[src/rtl/ps2_rx.sv]
// ps2_rx: PS/2 device-to-host frame receiver running entirely in the CLOCK_50
// domain. The raw PS/2 clock and data lines are synchronised, and the clock is
// glitch filtered. Frames are reassembled on filtered falling edges, then
// parity and stop bit are checked. A validated byte is presented with a
// one-cycle scanValid strobe. A rejected frame (bad parity, bad stop bit or
// stalled clock) gives a one-cycle frameError strobe instead.
module ps2_rx #(
    parameter int FILTER_LEN     = 8,      // cycles a new clock level must persist (2..200)
    parameter int TIMEOUT_CYCLES = 50000   // stall limit between falls inside a frame
) (
    input  logic       CLOCK_50,
    input  logic       reset,
    input  logic       PS2_CLK,
    input  logic       PS2_DAT,
    output logic [7:0] scanCode,
    output logic       scanValid,
    output logic       frameError,
    output logic       busy
);

    // ------------------------------------------------------------------
    // Constants
    // ------------------------------------------------------------------
    localparam int         TCW       = $clog2(TIMEOUT_CYCLES + 1);
    localparam logic [7:0] FILT_TERM = 8'(FILTER_LEN);
    localparam logic [7:0] FILT_ONE  = 8'd1;
    localparam logic [TCW-1:0] TO_TERM  = TCW'(TIMEOUT_CYCLES - 1);
    localparam logic [TCW-1:0] TCNT_ONE = TCW'(1);
    localparam logic [TCW-1:0] TCNT_ZERO = TCW'(0);

    typedef enum logic [1:0] {
        ST_IDLE   = 2'd0,
        ST_DATA   = 2'd1,
        ST_PARITY = 2'd2,
        ST_STOP   = 2'd3
    } state_t;

    // Odd parity: the data byte together with its parity bit must hold an
    // odd number of ones.
    function automatic logic odd_parity_ok(input logic [7:0] data, input logic par);
        return ^{data, par};
    endfunction

    // ------------------------------------------------------------------
    // Synchroniser and glitch filter state
    // ------------------------------------------------------------------
    logic       clk_s1_q, clk_s2_q;
    logic       dat_s1_q, dat_s2_q;
    logic       filt_clk_q, filt_clk_d;
    logic       filt_prev_q;
    logic [7:0] filt_cnt_q, filt_cnt_d;
    logic       fall_s;

    // ------------------------------------------------------------------
    // Frame FSM state
    // ------------------------------------------------------------------
    state_t         state_q, state_d;
    logic [2:0]     bit_cnt_q, bit_cnt_d;
    logic [7:0]     sr_q, sr_d;
    logic           par_q, par_d;
    logic [TCW-1:0] tcnt_q, tcnt_d;
    logic           timeout_s;

    // ------------------------------------------------------------------
    // Output registers
    // ------------------------------------------------------------------
    logic [7:0] code_q, code_d;
    logic       valid_q, valid_d;
    logic       err_q, err_d;
    logic       busy_q, busy_d;

    // Two-flop synchronisers for both PS/2 lines; the bus idles high.
    always_ff @(posedge CLOCK_50 or posedge reset) begin
        if (reset) begin
            clk_s1_q <= 1'b1;
            clk_s2_q <= 1'b1;
            dat_s1_q <= 1'b1;
            dat_s2_q <= 1'b1;
        end else begin
            clk_s1_q <= PS2_CLK;
            clk_s2_q <= clk_s1_q;
            dat_s1_q <= PS2_DAT;
            dat_s2_q <= dat_s1_q;
        end
    end

    // Glitch filter: count consecutive cycles where the synced clock disagrees
    // with the filtered clock, and adopt the new level once the count has
    // reached FILTER_LEN.
    always_comb begin
        filt_clk_d = filt_clk_q;
        filt_cnt_d = filt_cnt_q;
        if (clk_s2_q != filt_clk_q) begin
            if (filt_cnt_q == FILT_TERM) begin
                filt_clk_d = clk_s2_q;
                filt_cnt_d = 8'd0;
            end else begin
                filt_cnt_d = filt_cnt_q + FILT_ONE;
            end
        end else begin
            filt_cnt_d = 8'd0;
        end
    end

    // Filter state registers plus the one-cycle history used for edge detection.
    always_ff @(posedge CLOCK_50 or posedge reset) begin
        if (reset) begin
            filt_clk_q  <= 1'b1;
            filt_prev_q <= 1'b1;
            filt_cnt_q  <= 8'd0;
        end else begin
            filt_clk_q  <= filt_clk_d;
            filt_prev_q <= filt_clk_q;
            filt_cnt_q  <= filt_cnt_d;
        end
    end

    // A filtered falling edge is the only event that samples data.
    assign fall_s = filt_prev_q & ~filt_clk_q;

    // A stalled frame times out. A fall that lands on the terminal count takes
    // priority over the timeout.
    assign timeout_s = (state_q != ST_IDLE) && !fall_s && (tcnt_q == TO_TERM);

    // Frame FSM next state, datapath and strobe generation.
    always_comb begin
        state_d   = state_q;
        bit_cnt_d = bit_cnt_q;
        sr_d      = sr_q;
        par_d     = par_q;
        code_d    = code_q;
        valid_d   = 1'b0;
        err_d     = 1'b0;
        if (timeout_s) begin
            err_d   = 1'b1;
            state_d = ST_IDLE;
        end else begin
            case (state_q)
                ST_IDLE: begin
                    if (fall_s && !dat_s2_q) begin
                        state_d   = ST_DATA;
                        bit_cnt_d = 3'd0;
                        sr_d      = 8'h00;
                    end else begin
                        state_d = ST_IDLE;
                    end
                end
                ST_DATA: begin
                    if (fall_s) begin
                        sr_d = {dat_s2_q, sr_q[7:1]};
                        if (bit_cnt_q == 3'd7) begin
                            bit_cnt_d = 3'd0;
                            state_d   = ST_PARITY;
                        end else begin
                            bit_cnt_d = bit_cnt_q + 3'd1;
                        end
                    end else begin
                        state_d = ST_DATA;
                    end
                end
                ST_PARITY: begin
                    if (fall_s) begin
                        par_d   = dat_s2_q;
                        state_d = ST_STOP;
                    end else begin
                        state_d = ST_PARITY;
                    end
                end
                ST_STOP: begin
                    if (fall_s) begin
                        if (dat_s2_q && odd_parity_ok(sr_q, par_q)) begin
                            code_d  = sr_q;
                            valid_d = 1'b1;
                        end else begin
                            err_d = 1'b1;
                        end
                        state_d = ST_IDLE;
                    end else begin
                        state_d = ST_STOP;
                    end
                end
                default: begin
                    state_d = ST_IDLE;
                end
            endcase
        end
    end

    // Inter-edge timer: cleared by every fall and whenever the FSM is idle.
    always_comb begin
        if ((state_q == ST_IDLE) || fall_s) begin
            tcnt_d = TCNT_ZERO;
        end else begin
            tcnt_d = tcnt_q + TCNT_ONE;
        end
    end

    // Busy follows the next state so it is registered alongside the FSM.
    always_comb begin
        busy_d = (state_d != ST_IDLE);
    end

    // FSM, datapath and output registers.
    always_ff @(posedge CLOCK_50 or posedge reset) begin
        if (reset) begin
            state_q   <= ST_IDLE;
            bit_cnt_q <= 3'd0;
            sr_q      <= 8'h00;
            par_q     <= 1'b0;
            tcnt_q    <= TCNT_ZERO;
            code_q    <= 8'h00;
            valid_q   <= 1'b0;
            err_q     <= 1'b0;
            busy_q    <= 1'b0;
        end else begin
            state_q   <= state_d;
            bit_cnt_q <= bit_cnt_d;
            sr_q      <= sr_d;
            par_q     <= par_d;
            tcnt_q    <= tcnt_d;
            code_q    <= code_d;
            valid_q   <= valid_d;
            err_q     <= err_d;
            busy_q    <= busy_d;
        end
    end

    assign scanCode   = code_q;
    assign scanValid  = valid_q;
    assign frameError = err_q;
    assign busy       = busy_q;

endmodule

[config.mk]
export PLATFORM = sky130hd
export DESIGN_NAME = ps2_rx
export DESIGN_NICKNAME = d
export VERILOG_FILES = /design/src/rtl/ps2_rx.sv
export SDC_FILE = /design/constraint.sdc
export NUM_CORES = 1
export LEC_CHECK = 0
export ABC_AREA = 1
export CORE_MARGIN = 2
export CORE_UTILIZATION = 49
export CTS_CLUSTER_DIAMETER = 50
export DETAILED_ROUTE_END_ITERATION = 10
export HOLD_SLACK_MARGIN = 0.08
export MAX_ROUTING_LAYER = met4
export PLACE_DENSITY = 0.67
export SLEW_MARGIN = 25
export SYNTH_ARGS = -nofsm -noshare
export SYNTH_HDL_FRONTEND = slang
export SYNTH_SLANG_ARGS = --single-unit
export TNS_END_PERCENT = 30
[constraint.sdc]
create_clock -name CLOCK_50 -period 1.4 [get_ports CLOCK_50]
set_input_delay 0.14 -clock CLOCK_50 [delete_from_list [all_inputs] [get_ports CLOCK_50]]
set_output_delay 0.14 -clock CLOCK_50 [all_outputs]
set_load 0.02 [all_outputs]
==> impl_metrics.json, run 1 <==
{
  "final_util": 0.667,
  "setup_viol": 3,
  "cts_made_buffers": 5,
  "routedWlPerCell_um": 12.2,
  "synth_commonest_cells": "55 x nand2_1, 49 x dfrtp_1, 47 x inv_1, 24 x nor2_1, 23 x o21ai_0",
  "place_area_um2": 3160,
  "hp-class": "in2reg",
  "p_sw_mw": 1.08,
  "synth.most_common_cell": "nand2_1",
  "path_clk_slew_ps": 90,
  "n_fill_cell": 428,
  "finalInstanceArea_um2": 3450,
  "antenna_cells": 0,
  "rsz0062_at_grt": "yes",
  "cts_tree": "done",
  "remaining_drc_errors": 0,
  "fmax_mhz": 704,
  "ys_seq_area_frac": 0.521,
  "failed_checks": "negative setup slack",
  "synth.area.top_cells": "dfrtp_1 46%, nand2_1 7.8%, inv_1 6.6%",
  "gr-usage-all-layers": 0.195,
  "critPathRequiredTime_ps": 1640,
  "power_leakage_nw": 1.64,
  "p_int_mw": 2.37,
  "dieArea_um2": 6020,
  "grt_max_degree": 56,
  "crit_path_start_kind": "register",
  "grt.busiest_layer": "met2",
  "fin_crit_ps": 1420,
  "htree_levels": 2,
  "vias_per_cell": 5.02,
  "clock_sinks": 55,
  "critical_path_class": "reg2reg",
  "synth.area.mux_share": 0,
  "syn_avg_cell_area_um2": 8.67,
  "ant_nets": 0,
  "postCtsHoldBufs": 0,
  "synth_ff_type": "dfrtp_1",
  "yosys.area.top_type_share": 0.462,
  "fin_nets": 375,
  "yosys_warnings": 0,
  "pwr-share-seq": 0.522,
  "outcome": "complete, but fails checks",
  "relSlewSlack": 0.787,
  "worst_slack_ps": -19.5,
  "clockPowerShare": 0.249,
  "power_mw": 3.45,
  "synth_compound_area_frac": 0.103,
  "num_rows": 26,
  "synthCells": 306,
  "cts_buffer_depth": 2,
  "io_pins": 15,
  "layout-drive-gt1-share": 0.281,
  "ys_types": 34,
  "core_um2": 5170,
  "post_synth_xor_area_fraction": 0.0259,
  "async_reset_ff_frac": 1.00,
  "synth_edf_count": 0,
  "routed_wl_mm": 5.35,
  "synth_top_family_by_area": "simple AND/OR/NAND/NOR gates",
  "grt_pass1_wl_mm": 9.05,
  "ir_drop_v": 0.000540,
  "synth_area_um2": 2650,
  "combPwrFrac": 0.229,
  "yosys.area_share.simple": 0.250,
  "grt_overflow": 0,
  "synthAdderAreaFrac": 0.0236,
  "dr_total_vias": 2195,
  "synthToLayoutAreaGrowth_pct": 30.0,
  "synth_top_area_cell": "dfrtp_1",
  "synth-seq-cells": 55,
  "swShare": 0.313,
  "die_y_um": 77.6,
  "powerDensity_nw_per_um2": 999,
  "hold_viol": 0,
  "clk_root_buffer_cell": "clkbuf_8",
  "hpwl_mm": 3.64,
  "start_util": 0.513,
  "period_share": 1.01,
  "syn_nets": 315,
  "fin_cells": 437,
  "worst_pin_slew_ps": 317,
  "dp_cells": 420,
  "cp_max_fo": 4,
  "grt_use_met2": 0.325,
  "antenna_found_initial": 0,
  "die_w_um": 77.6,
  "place_congestion": 0.855,
  "global_route.usage.met3": 0.0488,
  "grt_pass1_vias": 2109,
  "arrival_ps": 1660,
  "critPathCaptureType": "register",
  "clock_latency_ps": 310,
  "fin_skew_ps": 3.45,
  "drt_iter0_markers": 47,
  "drv_slew": 0,
  "max_cap_viol_count": 0,
  "port_buffers": 14,
  "grt_use_met1": 0.231,
  "dr.pass1.iters": 4
}
-- flip-flops by register name, summed over array words and instances, names as in the netlist, 2 cells and up --
register    cells
tcnt_q         16
filt_cnt_q      8
scanCode        8
sr_q            8
bit_cnt_q       3
state_q         2
-- worst paths after layout --
kind                                      endpoint  slack [ps]           startpoint  depth (start not counted)
setup reg to reg              frameError$_DFF_PP0_         -20  tcnt_q[0]$_DFF_PP0_                          7
max in group asynchronous       dat_s1_q$_DFF_PP1_         880                reset                          3
hold reg to reg                 dat_s2_q$_DFF_PP1_         360   dat_s1_q$_DFF_PP1_                          0
setup / recovery              frameError$_DFF_PP0_         -20  tcnt_q[0]$_DFF_PP0_                          7
hold / removal                  clk_s1_q$_DFF_PP1_         220              PS2_CLK                          1
min in group asynchronous  filt_cnt_q[1]$_DFF_PP0_         240                reset                          3
-- worst max-delay path, stage by stage, from the launching register on --
cell and delay [ps]:
dfrtp_1 360, ha_2 190, nand2_2 70, nor2_4 130, inv_2 60, nor4_2 260
buf_4 170, o21bai_1 100
-- per-layer routing --
layer  share of wire  up-vias
li1                -     1133
met1            0.45     1023
met4           0.016        0
met3           0.026        7
met5               0        -
met2            0.51       32
-- placed cells by master (no fill, tap or decap), types with 4 or more instances in the layout --
master and instances:
clkbuf_8 5, buf_4 37, dlygate4sd2_1 9, nand3_1 19
xor2_1 4, a21oi_1 13, nand2_2 11, nand2_1 44
dfrtp_1 48, nand2_4 4, o21ai_0 21, nor3_1 10
inv_1 40, nor2_1 21, dfstp_2 6, inv_2 8
ha_1 4, nand4_1 14
-- final cells by class --
type / instances / area (um^2) / share of cell area
clock buffer: 6 / 72.6 / 0.0210
clock inverter: 2 / 12.5 / 0.00363
inverter: 50 / 194 / 0.0562
multi-input combinational: 199 / 1220 / 0.352
sequential: 55 / 1390 / 0.401
tap: 70 / 87.6 / 0.0254
timing repair buffer: 55 / 483 / 0.140
-- power groups by stage --
| stage | clock [mW] | sequential (mW) | combinational (mW) |
|---|---|---|---|
| final | 0.859 | 1.80 | 0.788 |
| after global routing | 0.970 | 1.81 | 0.885 |
| after CTS | 0.891 | 1.80 | 0.776 |
| after detailed placement | 0 | 1.83 | 0.735 |
| after global placement | 0 | 1.82 | 0.721 |
| after floorplan | 0 | 1.83 | 0.444 |
-- through the flow --
stage               hold WS (ps)  setup slack, ps  TNS (ps)
floorplan                    144          -0.0112   -0.0112
global placement             346            -52.7      -458
detailed placement           347             -109     -1090
CTS                          213            -45.5      -131
global route                 208             -139     -1790
finish                       223            -19.5     -37.5
-- cell families (layout without fill, tap and decap cells) --
group           after synthesis  after routing
compound gates               48             48
flops                        55             55
buf+inv                      53            113
fa+ha+maj                     5              5
simple gates                138            139
xor+xnor                      7              7
-- repair_timing --
action / 4_1_cts / 5_1_grt
pin swaps: 12 / 16
endpoints found under the setup margin: 27 / 32
gates resized for setup: 30 / 25
setup buffers: 1 / 7
endpoints found under the hold margin: 0 / 0
gates cloned: 1 / 0
Power figures use the tool's default switching activity.
==> run 2: changes to the inputs <==
--- a/config.mk
+++ b/config.mk
@@ -7,12 +7,12 @@
 export LEC_CHECK = 0
 export ABC_AREA = 1
 export CORE_MARGIN = 2
-export CORE_UTILIZATION = 49
+export CORE_UTILIZATION = 53
 export CTS_CLUSTER_DIAMETER = 50
 export DETAILED_ROUTE_END_ITERATION = 10
 export HOLD_SLACK_MARGIN = 0.08
 export MAX_ROUTING_LAYER = met4
-export PLACE_DENSITY = 0.67
+export PLACE_DENSITY = 0.72
 export SLEW_MARGIN = 25
 export SYNTH_ARGS = -nofsm -noshare
 export SYNTH_HDL_FRONTEND = slang
==> run 2 against run 1 <==
- the run still ends with negative setup slack left
- hold slack lost 44 ps
- fmax fell by 4.5%
- clock power up 4.3%
- sequential share of layout area up 0.29 points
- worst setup slack worse by 66 ps
- highest routed layer unchanged
==> impl_metrics.json, run 2 (synthesis results as in run 1) <==
{
  "grt_overflow": 0,
  "dr.pass1.iters": 4,
  "worst_pin_slew_ps": 464,
  "die_y_um": 74.8,
  "core_um2": 4790,
  "routedWlPerCell_um": 13.6,
  "combPwrFrac": 0.227,
  "critical_path_class": "reg2reg",
  "worst_slack_ps": -85.7,
  "io_pins": 15,
  "clock_latency_ps": 310,
  "ir_drop_v": 0.000725,
  "p_int_mw": 2.36,
  "clockPowerShare": 0.256,
  "cp_max_fo": 7,
  "dieArea_um2": 5590,
  "place_area_um2": 3140,
  "port_buffers": 14,
  "crit_path_start_kind": "register",
  "drt_iter0_markers": 128,
  "gr-usage-all-layers": 0.233,
  "failed_checks": "negative setup slack",
  "relSlewSlack": 0.690,
  "antenna_cells": 0,
  "arrival_ps": 1750,
  "fin_crit_ps": 1490,
  "cts_buffer_depth": 2,
  "postCtsHoldBufs": 0,
  "dr_total_vias": 2268,
  "fin_cells": 429,
  "antenna_found_initial": 0,
  "vias_per_cell": 5.29,
  "grt_pass1_wl_mm": 9.54,
  "critPathRequiredTime_ps": 1660,
  "crit_slowest_cell": "dfrtp_2",
  "remaining_drc_errors": 0,
  "dp_cells": 415,
  "htree_levels": 2,
  "fin_nets": 370,
  "mostFrequentLayoutCell": "nand2_1",
  "clk_root_buffer_cell": "clkbuf_8",
  "setup_viol": 17,
  "powerDensity_nw_per_um2": 1020,
  "crit_path_cell_trace": "inv_2 > nand2_1 > nand3_1 > nand2_1 > nand2_4 > nand2_4 > a21oi_4 > nand4_1 > nand2_1",
  "swShare": 0.325,
  "fmax_mhz": 673,
  "path_common_cell": "nand2_1",
  "regMostFlops": "tcnt_q",
  "routed_wl_mm": 5.81,
  "holdWs_ps": 180,
  "hp-class": "in2async",
  "rsz0062_at_grt": "yes",
  "cts_made_buffers": 5,
  "power_leakage_nw": 1.62,
  "grt_pass1_vias": 2098,
  "critPathMaxStageDelay_ps": 450,
  "pwr-share-seq": 0.517,
  "clock_sinks": 55,
  "fin_skew_ps": 16.3,
  "final_util": 0.717,
  "start_util": 0.555,
  "layout_common_cells": "49 x nand2_1, 46 x dfrtp_1, 40 x inv_1",
  "layout-drive-gt1-share": 0.282,
  "outcome": "complete, but fails checks",
  "finalInstanceArea_um2": 3430,
  "num_rows": 25,
  "period_share": 1.06,
  "die_w_um": 74.8,
  "place_congestion": 0.891,
  "synthToLayoutAreaGrowth_pct": 29.3,
  "critPathCaptureType": "register",
  "p_sw_mw": 1.14,
  "ant_nets": 0,
  "hold_viol": 0,
  "cts_tree": "done",
  "path_clk_slew_ps": 110,
  "hpwl_mm": 3.85,
  "largest_reg_flops": 16,
  "max_cap_viol_count": 0,
  "grt_max_degree": 25,
  "drv_slew": 0,
  "fin_setup_tns_ps": -726
}
[run 2: changes by cell type in the layout (fill, tap and decap cells not counted), moves of 4 or more]
cell	before	now
buf_4	37	29
nand2_1	44	49
nand2_2	11	7
o21ai_0	21	13
o21ai_1	3	10
[run 2: through the flow]
| step | total power, mW | setup WS (ps) |
|---|---|---|
| after floorplan | 2.28 | -0.0112 |
| after global placement | 2.51 | -29.6 |
| after detailed placement | 2.53 | -91.5 |
| after CTS | 3.48 | -25.6 |
| after global routing | 3.72 | -188 |
| final | 3.50 | -85.7 |
[run 2: worst paths after layout]
check | start | to | slack (ps) | cells past startpoint
min in group CLOCK_50 | PS2_CLK | clk_s1_q$_DFF_PP1_ | 240 | 1
worst min register to register | clk_s1_q$_DFF_PP1_ | clk_s2_q$_DFF_PP1_ | 360 | 0
worst max register to register | sr_q[6]$_DFFE_PP0P_ | scanCode[0]$_DFFE_PP0P_ | -90 | 9
worst max-delay path | sr_q[6]$_DFFE_PP0P_ | scanCode[0]$_DFFE_PP0P_ | -90 | 9
max in group asynchronous | reset | state_q[0]$_DFF_PP0_ | 760 | 3
worst min-delay path | reset | tcnt_q[7]$_DFF_PP0_ | 180 | 2
[run 2: cell type report]
class                           count  area [um^2]
Sequential cell                    55         1390
Fill cell                         374         1350
Multi-Input combinational cell    199         1230
Timing Repair Buffer               50          449
Inverter                           50          191
Tap cell                           67         83.8
Clock buffer                        5         68.8
Clock inverter                      3         25.0
[run 2: metal layers]
| layer | up-vias | routed length [um] | part of all wire | track usage |
|---|---|---|---|---|
| met5 | - | 0 | 0 | - |
| met2 | 48 | 3030 | 0.52 | 0.385 |
| met3 | 9 | 160 | 0.028 | 0.0375 |
| met4 | 0 | 112 | 0.019 | 0.107 |
| met1 | 1090 | 2510 | 0.43 | 0.279 |
| li1 | 1121 | - | - | - |
[run 2: critical path: cells and delay by family (launching register included)]
kind,cells,cell delay (ps)
DFF,1,450
buffers and inverters,1,70
AOI/OAI and AO/OA,1,220
and+or+nand+nor,7,690
[run 2: what timing repair did]
item                                    in CTS  in global routing
endpoints found under the setup margin      34                 39
gates resized for setup                     31                 37
pin swaps                                    6                 21
endpoints found under the hold margin        0                  0
setup buffers                                2                  2
cloned                                       2                  0
[run 2: power by group through the flow]
stage	combinational (mW)	clock (mW)	sequential [mW]
after floorplan	0.444	0	1.83
after global placement	0.681	0	1.83
after detailed placement	0.698	0	1.84
after CTS	0.749	0.922	1.81
after global routing	0.900	0.996	1.83
final	0.793	0.896	1.81
